File: src/rtl/mac_out_requant.sv
// Output stage after the MAC array: captures an MxN accumulator matrix, requantizes
// each element (shift + saturate) and streams it one row per beat. Define ROUND_HALF_UP_EN for rounding.
module mac_out_requant #(
    parameter int M         = 2,
    parameter int N         = 2,
    parameter int OUT_WIDTH = 8,
    localparam int ROW_W    = (M > 1) ? $clog2(M) : 1
) (
    input  logic                                clk_i,
    input  logic                                rst_i,
    input  logic signed [M-1:0][N-1:0][31:0]    D_in,
    input  logic        [4:0]                   shift_i,
    input  logic                                valid_in,
    output logic                                ready_in,
    output logic        [N-1:0][OUT_WIDTH-1:0]  row_o,
    output logic        [ROW_W-1:0]             row_idx_o,
    output logic                                last_o,
    output logic                                valid_out,
    input  logic                                ready_out
);

    typedef enum logic [0:0] {
        IDLE = 1'b0,
        SEND = 1'b1
    } state_t;

    localparam logic signed [32:0] MAXV = 33'((64'sd1 <<< (OUT_WIDTH - 1)) - 64'sd1);
    localparam logic signed [32:0] MINV = -MAXV - 33'sd1;

    state_t state_p0, state_nxt;
    logic [ROW_W-1:0] row_p0, row_nxt;
    logic signed [31:0] mat_p0 [M][N];
    logic [4:0] shamt_p0;
    logic capture;

    // 33-bit headroom keeps the rounding increment from overflowing at 0x7FFFFFFF
    function automatic logic signed [32:0] shift_round(input logic signed [31:0] x,
                                                       input logic [4:0] s);
        logic signed [32:0] xe;
        xe = {x[31], x};
`ifdef ROUND_HALF_UP_EN
        if (s != 5'd0)
            xe = xe + (33'sd1 <<< (s - 5'd1));
`endif
        return xe >>> s;
    endfunction

    function automatic logic [OUT_WIDTH-1:0] sat(input logic signed [32:0] y);
        logic signed [32:0] r;
        if (y > MAXV)
            r = MAXV;
        else if (y < MINV)
            r = MINV;
        else
            r = y;
        return r[OUT_WIDTH-1:0];
    endfunction

    assign valid_out = (state_p0 == SEND);
    assign last_o    = (state_p0 == SEND) && (row_p0 == ROW_W'(M - 1));
    assign ready_in  = (state_p0 == IDLE) || (last_o && ready_out);
    assign capture   = valid_in && ready_in;
    assign row_idx_o = row_p0;

    always_comb begin
        state_nxt = state_p0;
        row_nxt   = row_p0;
        if (capture) begin
            // a new matrix may replace the final beat of the old one with no bubble
            state_nxt = SEND;
            row_nxt   = '0;
        end else if ((state_p0 == SEND) && ready_out) begin
            if (last_o) begin
                state_nxt = IDLE;
                row_nxt   = '0;
            end else begin
                row_nxt = row_p0 + ROW_W'(1);
            end
        end
    end

    // ---- stage p0: capture buffer and row sequencer ----
    always_ff @(posedge clk_i) begin
        if (rst_i) begin
            state_p0 <= IDLE;
            row_p0   <= '0;
            shamt_p0 <= '0;
            for (int r = 0; r < M; r++)
                for (int c = 0; c < N; c++)
                    mat_p0[r][c] <= '0;
        end else begin
            state_p0 <= state_nxt;
            row_p0   <= row_nxt;
            if (capture) begin
                shamt_p0 <= shift_i;
                for (int r = 0; r < M; r++)
                    for (int c = 0; c < N; c++)
                        mat_p0[r][c] <= $signed(D_in[r][c]);
            end
        end
    end

    // ---- output: requantize the selected row straight from the buffer ----
    always_comb begin
        row_o = '0;
        for (int c = 0; c < N; c++)
            row_o[c] = sat(shift_round(mat_p0[row_p0][c], shamt_p0));
    end

endmodule

File: config.mk
export PLATFORM = sky130hd
export DESIGN_NAME = mac_out_requant
export DESIGN_NICKNAME = d
export VERILOG_FILES = /design/src/rtl/mac_out_requant.sv
export SDC_FILE = /design/constraint.sdc
export NUM_CORES = 1
export LEC_CHECK = 0
export CORE_AREA = 2 2 149 151
export DETAILED_ROUTE_END_ITERATION = 7
export DIE_AREA = 0 0 151 153
export GPL_ROUTABILITY_DRIVEN = 0
export HOLD_SLACK_MARGIN = 0.06
export PLACE_DENSITY = 0.7
export SLEW_MARGIN = 40
export SYNTH_ARGS = -nofsm -noshare
export SYNTH_HDL_FRONTEND = slang
export SYNTH_SLANG_ARGS = --single-unit
File: constraint.sdc
create_clock -name clk_i -period 6.15 [get_ports clk_i]
set_clock_uncertainty 0.2 [all_clocks]
set_input_delay 1.5375 -clock clk_i [delete_from_list [all_inputs] [get_ports clk_i]]
set_output_delay 1.5375 -clock clk_i [all_outputs]
set_load 0.05 [all_outputs]
==> flow_summary_export.csv <==
group,metric,value,unit
run_status,outcome,"completed",
timing,rsz0062_at_grt,"false",
synth,async_flop_share,0,%
synth,synth.distinct_cells,71,
power,p_comb_share,29.8,%
clock_tree,cts_made_buffers,17,
clock_tree,cts_tree,"done",
worst_setup_path,cp.required,4.41,ns
die,rows,54,
clock_tree,clockRootBuffer,"clkbuf_16",
timing,setup_viol,0,
worst_hold_path,hp-class,"reg -> reg",
worst_setup_path,arrival,4.11,ns
place,io_buffers,156,
synth,ys.flop_type,"edfxtp_1",
layout,fin_nets,1169,
grt,antenna_found_initial,0,
power,p_int,2.07,mW
power,p_seq_share,38.2,%
place,dp_hpwl,20400,microns
grt,track_usage,24.2,%
layout,multi_input_area,5860,sq um
clock_tree,insertion_delay,0.43,ns
timing,finalHoldViolCount,0,
grt,grt_pass1_vias,7940,
synth,synth_edf_count,128,
die,dieArea,23100,sq um
die,core,21500,sq um
route,wirelength,27900,microns
route,top_layer,"met4",
clock_tree,h-tree-depth,4,
route,drc,0,
power,powerDensity,237,nW/um^2
worst_setup_path,cp-end-kind,"output port",
route,wl_met2,11800,microns
synth,avgSynthCellArea,11.4,sq um
power,p_leak,4.65,nW
clock_tree,clkTransAtPathRegs,0.06,ns
timing,fin_crit_sh,95.1,%
route,antenna_left,0,
power,p_clk_share,32.0,%
run,maxCapViolations,0,
worst_setup_path,path_max_fanout,24,
place,pre_cts_slack,0.683,ns
synth,syn-cell-area,10300,sq um
layout,drive_gt1_share,19.5,%
route,avgRoutedWirePerCell,21.0,microns
power,switching_share,31.5,%
timing,timing.slew.headroom,49.4,%
layout,area_growth,23.5,%
route,wl_met3,2900,microns
clock_tree,clk_path_buf_depth,2,
layout,fillCellCount,1720,
timing,fin_setup_tns,0,ns
worst_setup_path,reg2reg_slack,3.78,ns
route,routed_via_density,6.24,
grt,grt_max_degree,82,
route,drtIter0Drc,1124,
grt,grt_pass1_wl,43400,microns
synth,ys_seq_elements,136,
timing,maxSlewViolCount,0,
route,first_pass_iters,6,
die,die_width,151,microns
layout,post-route-util,59.4,%
layout,register_area,4020,sq um
worst_setup_path,path_class,"reg -> out",
synth,yosysWarnings,0,
timing,worst_pin_slew,0.739,ns
die,boundaryPins,157,
die,dieHeight,153,microns
route,met1_length,12500,microns
synth,synthesis.nets,1046,
grt,grt-ovfl-total,0,
die,initial_core_util,48.1,%
worst_setup_path,start_kind,"flip-flop",
timing,fin_ws,0.300,ns
synth,ys_seq_area_share,38.7,%
timing,max_freq,0.171,GHz
power,ir_drop,151,uV
power,power,3.02,mW
layout,antenna_cells,0,
power,p_switching,0.951,mW
clock_tree,cts_sinks,136,
route,vias,8270,
timing,min_period,5.85,ns
synth,synthCells,909,
-- routing by layer --
metal	up-vias	track usage (%)
li1	3768	-
met1	3921	37.4
met5	-	0
met2	510	33.0
met4	0	8.23
met3	71	6.36
-- what timing repair did --
| action | 4_1_cts | 5_1_grt |
|---|---|---|
| buffers inserted | 0 | 1 |
| hold buffers | 0 | 0 |
| resized for setup | 0 | 2 |
| endpoints found under the setup margin | 0 | 13 |
-- cell usage after synthesis (4+ instances only) --
master	n	area share [%]
a211oi_1	7	0.51
a21oi_1	39	1.9
a22oi_1	5	0.36
a31oi_1	8	0.48
a32oi_1	4	0.34
a41oi_1	4	0.34
and2_1	134	8.1
and3_1	5	0.30
buf_1	9	0.33
buf_2	16	0.77
buf_4	7	0.51
buf_6	12	1.3
clkbuf_1	29	1.1
dfxtp_1	8	1.5
edfxtp_1	128	37
inv_1	6	0.22
mux2_2	50	5.4
mux2i_1	55	5.3
mux4_1	13	3.3
mux4_2	61	13
nand2_1	86	3.1
nand2b_1	7	0.42
nand3_1	16	0.77
nand4_1	8	0.48
nor2_1	43	1.6
nor2b_1	6	0.36
nor3_1	12	0.58
o211ai_1	9	0.65
o21ai_0	27	1.3
o21ai_1	12	0.58
o221ai_1	10	0.85
o22ai_1	8	0.48
o31ai_1	7	0.51
or2_2	5	0.30
-- critical path, stage by stage (launching register included) --
cell,delay [ns]
dfxtp_4,0.52
buf_4,0.34
nor2b_1,0.47
a22o_1,0.30
a21oi_1,0.06
or4_1,0.55
o41ai_2,0.42
a41oi_1,0.33
o31ai_1,0.49
buf_12,0.19
-- layout by cell type (no fill, tap or decap), types with 8 or more instances in the layout --
cell / netlist / layout
clkbuf_16: 0 / 17
nand2_1: 86 / 86
edfxtp_1: 128 / 128
nand3_1: 16 / 16
o221ai_1: 10 / 10
clkdlybuf4s50_1: 0 / 142
o22ai_1: 8 / 8
mux2_2: 50 / 50
nor3_1: 12 / 12
mux4_1: 13 / 13
buf_12: 2 / 19
o21ai_1: 12 / 12
nor2_1: 43 / 42
buf_4: 7 / 18
a31oi_1: 8 / 8
mux4_2: 61 / 61
a21oi_1: 39 / 39
o211ai_1: 9 / 9
o21ai_0: 27 / 27
nand4_1: 8 / 8
and2_1: 134 / 134
mux2i_1: 55 / 55
-- area by class of cell --
| cell class | instances | share of cell area [%] |
|---|---|---|
| multi-input combinational | 688 | 45.9 |
| sequential | 136 | 31.5 |
| timing repair buffer | 180 | 15.3 |
| clock buffer | 17 | 3.33 |
| tap | 280 | 2.74 |
| clock inverter | 15 | 1.01 |
| inverter | 9 | 0.284 |
-- logic make-up after synthesis --
family | synth area share (%)
simple gates | 17.1
compound gates | 11.4
xor+xnor | 0.0848
flops | 38.7
mux | 28.0
buf+inv | 4.76
-- power by group through the flow --
stage	clock network, mW	logic [mW]	registers [mW]
finish	0.968	0.901	1.15
global placement	0	0.865	1.17
detailed placement	0	0.868	1.17
global route	1.02	0.955	1.16
floorplan	0	0.596	1.14
CTS	0.982	0.874	1.16
-- per-stage QoR --
| stage | hold slack [ns] | cells | cell area, sq um |
|---|---|---|---|
| 6_report | 0.359 | 1325 | 12800 |
| 2_1_floorplan | 0.559 | 909 | 10300 |
| 5_1_grt | 0.406 | 1325 | 12800 |
| 4_1_cts | 0.361 | 1322 | 12700 |
| 3_5_place_dp | 0.351 | 1290 | 12200 |
| 3_3_place_gp | 0.340 | 1290 | 12100 |
-- worst paths after layout --
| path | startpoint | end | depth (start not counted) |
|---|---|---|---|
| worst min register to register | valid_out$_SDFFE_PP0P_ | valid_out$_SDFFE_PP0P_ | 2 |
| worst max register to register | row_idx_o$_SDFFE_PP0P_ | mat_p0[0][5]$_SDFFCE_PN0P_ | 7 |
| worst max-delay path | shamt_p0[0]$_SDFFE_PP0P_ | row_o[11] | 9 |
| worst min-delay path | valid_out$_SDFFE_PP0P_ | valid_out$_SDFFE_PP0P_ | 2 |
-- flip-flops by register name, summed over array words and instances, names as in the netlist, named ones only --
signal and cells:
shamt_p0 5, mat_p0 128, row_idx_o 1, valid_out 1
(Power assumes the default switching activity.)
